===== config.mk =====
export PLATFORM = sky130hd
export DESIGN_NAME = mips_multicycle_control
export DESIGN_NICKNAME = d
export VERILOG_FILES = /design/src/rtl/mips_multicycle_control.sv
export SDC_FILE = /design/constraint.sdc
export NUM_CORES = 1
export LEC_CHECK = 0
export CORE_MARGIN = 2
export CORE_UTILIZATION = 30
export DETAILED_ROUTE_END_ITERATION = 10
export GPL_ROUTABILITY_DRIVEN = 0
export PLACE_DENSITY = 0.62
export RECOVER_POWER = 50
export REMOVE_ABC_BUFFERS = 1
export SYNTH_ARGS = -nofsm -noshare
export SYNTH_HDL_FRONTEND = slang
export SYNTH_SLANG_ARGS = --single-unit

===== constraint.sdc =====
create_clock -name clk -period 1.7 [get_ports clk]
set_clock_uncertainty 0.1 [all_clocks]
set_input_delay 0.34 -clock clk [delete_from_list [all_inputs] [get_ports clk]]
set_output_delay 0.34 -clock clk [all_outputs]
set_load 0.1 [all_outputs]

===== src/rtl/mips_multicycle_control.sv =====
// Multicycle MIPS control FSM: sequences fetch/decode/execute and drives the
// datapath mux, enable and memory-handshake controls.
// Optional build macro: MIPS_CTRL_ADDI_EN enables the add-immediate path
// (ADDIEX/ADDIWB). Without it, OP_ADDI decodes as an illegal instruction.
module mips_multicycle_control #(
    parameter logic [5:0] OP_RTYPE = 6'd0,
    parameter logic [5:0] OP_J     = 6'd2,
    parameter logic [5:0] OP_BEQ   = 6'd4,
    parameter logic [5:0] OP_ADDI  = 6'd8,
    parameter logic [5:0] OP_LW    = 6'd35,
    parameter logic [5:0] OP_SW    = 6'd43
) (
    input  logic       clk,
    input  logic       reset,
    input  logic [5:0] OpCode,
    input  logic [5:0] funct,
    input  logic       mem_ready,
    output logic       PCWrite,
    output logic       PCWriteCond,
    output logic       IorD,
    output logic       MemRead,
    output logic       MemWrite,
    output logic       IRWrite,
    output logic       MemtoReg,
    output logic       RegDst,
    output logic       RegWrite,
    output logic       ALUSrcA,
    output logic [1:0] ALUSrcB,
    output logic [1:0] ALUOp,
    output logic [1:0] PCSource,
    output logic       illegal,
    output logic [3:0] state
);

    typedef enum logic [3:0] {
        FETCH   = 4'd0,
        DECODE  = 4'd1,
        MEMADR  = 4'd2,
        MEMRD   = 4'd3,
        MEMWB   = 4'd4,
        MEMWR   = 4'd5,
        EXEC    = 4'd6,
        ALUWB   = 4'd7,
        BRANCH  = 4'd8,
        JUMP    = 4'd9,
        ADDIEX  = 4'd10,
        ADDIWB  = 4'd11,
        ILLEGAL = 4'd12
    } state_t;

    state_t state_q, state_d;

    // funct is decoded by the ALU control, not here; OP_ADDI is only
    // consulted when the add-immediate path is built in.
    logic funct_unused;
    assign funct_unused = ^{funct, OP_ADDI};

    // State register with synchronous reset to FETCH.
    always_ff @(posedge clk) begin
        if (reset) state_q <= FETCH;
        else       state_q <= state_d;
    end

    // Next-state sequencing; memory states wait on mem_ready.
    always_comb begin
        state_d = FETCH;
        case (state_q)
            FETCH:   state_d = mem_ready ? DECODE : FETCH;
            DECODE: begin
                if (OpCode == OP_LW || OpCode == OP_SW) state_d = MEMADR;
                else if (OpCode == OP_RTYPE)            state_d = EXEC;
                else if (OpCode == OP_BEQ)              state_d = BRANCH;
                else if (OpCode == OP_J)                state_d = JUMP;
`ifdef MIPS_CTRL_ADDI_EN
                else if (OpCode == OP_ADDI)             state_d = ADDIEX;
`endif
                else                                    state_d = ILLEGAL;
            end
            MEMADR: begin
                if (OpCode == OP_LW)      state_d = MEMRD;
                else if (OpCode == OP_SW) state_d = MEMWR;
                else                      state_d = ILLEGAL;
            end
            MEMRD:   state_d = mem_ready ? MEMWB : MEMRD;
            MEMWB:   state_d = FETCH;
            MEMWR:   state_d = mem_ready ? FETCH : MEMWR;
            EXEC:    state_d = ALUWB;
            ALUWB:   state_d = FETCH;
            BRANCH:  state_d = FETCH;
            JUMP:    state_d = FETCH;
            ADDIEX:  state_d = ADDIWB;
            ADDIWB:  state_d = FETCH;
            ILLEGAL: state_d = ILLEGAL;
            default: state_d = FETCH;
        endcase
    end

    // Moore control decode (FETCH strobes gated by mem_ready); reset blanks all.
    always_comb begin
        PCWrite     = 1'b0;
        PCWriteCond = 1'b0;
        IorD        = 1'b0;
        MemRead     = 1'b0;
        MemWrite    = 1'b0;
        IRWrite     = 1'b0;
        MemtoReg    = 1'b0;
        RegDst      = 1'b0;
        RegWrite    = 1'b0;
        ALUSrcA     = 1'b0;
        ALUSrcB     = 2'b00;
        ALUOp       = 2'b00;
        PCSource    = 2'b00;
        illegal     = 1'b0;
        state       = state_q;
        case (state_q)
            FETCH: begin
                MemRead = 1'b1;
                ALUSrcB = 2'b01;
                IRWrite = mem_ready;
                PCWrite = mem_ready;
            end
            DECODE:  ALUSrcB = 2'b11;
            MEMADR: begin
                ALUSrcA = 1'b1;
                ALUSrcB = 2'b10;
            end
            MEMRD: begin
                MemRead = 1'b1;
                IorD    = 1'b1;
            end
            MEMWB: begin
                RegWrite = 1'b1;
                MemtoReg = 1'b1;
            end
            MEMWR: begin
                MemWrite = 1'b1;
                IorD     = 1'b1;
            end
            EXEC: begin
                ALUSrcA = 1'b1;
                ALUOp   = 2'b10;
            end
            ALUWB: begin
                RegWrite = 1'b1;
                RegDst   = 1'b1;
            end
            BRANCH: begin
                ALUSrcA     = 1'b1;
                ALUOp       = 2'b01;
                PCWriteCond = 1'b1;
                PCSource    = 2'b01;
            end
            JUMP: begin
                PCWrite  = 1'b1;
                PCSource = 2'b10;
            end
            ADDIEX: begin
                ALUSrcA = 1'b1;
                ALUSrcB = 2'b10;
            end
            ADDIWB:  RegWrite = 1'b1;
            ILLEGAL: illegal  = 1'b1;
            default: ;
        endcase
        if (reset) begin
            PCWrite     = 1'b0;
            PCWriteCond = 1'b0;
            IorD        = 1'b0;
            MemRead     = 1'b0;
            MemWrite    = 1'b0;
            IRWrite     = 1'b0;
            MemtoReg    = 1'b0;
            RegDst      = 1'b0;
            RegWrite    = 1'b0;
            ALUSrcA     = 1'b0;
            ALUSrcB     = '0;
            ALUOp       = '0;
            PCSource    = '0;
            illegal     = 1'b0;
            state       = '0;
        end
    end

endmodule

==> impl_results.md <==
* Cts bufs inserted at 3
* Slew Limit Headroom at around two thirds
* Lkg Pwr at 0.705 nW
* Commonest non-fill, non-tap cell in the layout: buf_4
* Post-Route WL at 3760 um
* Fmax at ~0.52 GHz
* Measured slew at the worst slew-check pin at around 470 ps
* Row Count at 16
* Slowest CP cell: dfxtp_4
* Maximum vdd drop at approximately 0.49 mV
* Post-route ant nets at 0
* GRT Util Overall at 26.7%
* Register area share after synthesis at roughly 12%
* Post-DP HPWL at between 1500 and 2000 um
* Power per cell area at roughly 500 nW/um^2
* Buffers on Ports at 29
* Post-synth top area cell: dfxtp_1
* Synthesized-area fraction occupied by adder cells at 0%
* Critical path startpoint category: register
* # IOs at 36
* TritonCTS Sinks at 4
* Initial antenna violation count at 0
* Syn_area_per_cell at 6.87 sq um
* Pin count of the biggest net entering global routing at 13
* DR vias at approximately 1,100
* Min Hold Slack at 582 ps
* Antenna diode count at 0
* Worst-path fanout max at 4
* Vias/cell at slightly below 6
* Post-route setup slack at -228 ps
* Status: complete, but fails checks
* Largest register FFs at 4
* CP arrival at 1490 ps
* Drt first pass iters at 5
* Largest Register: state_q
* Gate Count Post-Synth at 96
* Number of max-cap violations at 0
* Largest delay share family, worst path: simple AND/OR/NAND/NOR gates
* CTS tree: done
* Yosys warning total at 0
* DP Worst Slack at -443 ps
* Clock-pin slew on the worst setup and hold paths at roughly 50 ps
* Area share of xor/xnor cells in the synthesized design at approximately 2.7%
* Remaining global-route overflow at 0
* Final Hold Viols at 0
* Die Width at approximately 51 um
* Clock Latency Late Sink at 260 ps
* Die H at 50.9 um
* WP buf/inv at 1
* CP max stage delay at approximately 370 ps
* CP endpoint kind: primary output
* Tmin final at a little under 2000 ps
* Largest family of logic cells by synthesized area: simple AND/OR/NAND/NOR gates
* RSZ-0062 raised after global routing: yes
* Synthesized area at roughly 660 sq um
* Finish-stage setup viols at 21
* Vias in the first global route at between 1,000 and 1,500
* First-pass GRT wire length at 5110 um
* H-tree Lvls at 1
* Netlist cell types at between 40 and 50
* Simple-gate share of the synthesized area at a little over half
* Final instance area at ~1800 sq um
* Starting density of the core at between 30% and 40%
* Violated checks: setup timing
* Area delta synth->final at 169%
* Top-area cell type share of the netlist area at 12.1%
* Nets at about 180
* Mux contribution to synthesized area at 0%
* Commonest non-fill, non-tap cells in the layout: buf_4, buf_12, buf_6, nand2b_4
* WP data required at about 1300 ps
* Final Max Tran Viols at 0
* Synth Area in Compound Gates at between 20% and 30%
* Final period utilization at 113%
* Synth top area cells: dfxtp_1, nand2b_1, nor2b_1
* Top Registers: state_q: 4 flops
* Worst path cell trace: nor4_4 > and3b_1 > or2_4 > buf_12
* Post-detailed-route wirelength per cell at just under 20 um
* Flops & latches, synth at 4
* WS Path Type: register to primary output
* Die area at ~2600 sq um
* Hold Path Class: input pin to register
* Clk buf depth at 2
* Core Region at around 2000 sq um
* Placed inst area at ~1400 sq um
* DRC Markers at 0
* Clock root cell: clkbuf_4
* Initial DRC count at 35
* Share of cells above drive strength 1 at approximately 67%
routing by layer:
| metal | part of all wire (%) | up-vias | GRT usage (%) | wire length (um) |
|---|---|---|---|---|
| met5 | 0 | - | 0 | 0 |
| li1 | - | 496 | - | - |
| met2 | 52 | 66 | 50.9 | 1970 |
| met4 | 5.4 | 0 | 11.3 | 203 |
| met1 | 36 | 533 | 27.9 | 1340 |
| met3 | 6.7 | 23 | 5.56 | 253 |
power by group:
group	total [mW]	internal, mW	switching [mW]
clock	0.143	0.0805	0.0620
combinational	0.626	0.274	0.352
sequential	0.119	0.0995	0.0193
worst paths after layout:
check	startpoint	endpoint	slack, ps	cells past startpoint
worst max-delay path	state_q[3]	PCWrite	-230	4
worst min-delay path	reset	state_q[1]	580	5
worst max register to register	state_q[0]	state_q[2]	-70	8
worst min register to register	state_q[2]	state_q[0]	610	3
cells in the mapped netlist (all sizes together):
cell and count:
nand2b 8, a31oi 3, nand2 4, dfxtp 4, xnor2 1, nand3 2, nand4bb 1, or2 1
o21bai 1, nor3 6, o211ai 1, nand4b 2, a41oi 1, xor2 1, nand3b 4, o31ai 1
nor4bb 1, or3b 1, nor3b 1, nor4b 1, o21ai 2, and3b 1, and3 1, a21o 1
or3 1, o221ai 1, a22oi 1, nor4 4, clkbuf 7, buf 4, o21a 2, nor2 7
nor2b 5, a21oi 7, or4 2, a211o 1, inv 2, and4 1, a211oi 1
worst register-to-register path, cell delays in order, from the launching register on:
cell      delay [ps]
dfxtp_4          400
buf_6            120
nand2b_4          70
buf_6            130
buf_6            110
buf_6            110
nor3_4           260
a31oi_1          160
a21oi_1          210
metrics by stage:
step	setup TNS, ps	total power [mW]	std cells	utilization [%]
after floorplan	-46090	0.377	85	-
after global placement	-7100	0.598	180	71.1
after detailed placement	-7020	0.609	180	71.1
after CTS	-1460	0.793	190	81.1
after global routing	-3560	0.912	194	87.6
final	-2620	0.887	194	87.6
what timing repair did:
action | in CTS | in global routing
gates resized for setup | 43 | 25
gates cloned | 0 | 0
buffers inserted | 7 | 4
hold buffers | 0 | 0
pin swaps | 10 | 8
setup endpoints to repair | 25 | 22
endpoints found under the hold margin | 0 | 0
logic make-up after synthesis:
logic type                count (synthesis)
DFF                                       4
and+or+nand+nor                          54
AOI/OAI and AO/OA                        23
buffers and inverters                    13
xor gates and xnor gates                  2
layout make-up:
cell class	instances	area [sq um]
Tap cell	27	33.8
Fill cell	93	251
Timing Repair Buffer	79	897
Multi-Input combinational cell	79	714
Inverter	2	7.51
Sequential cell	4	95.1
Clock buffer	3	22.5
Power figures use the tool's default switching activity.
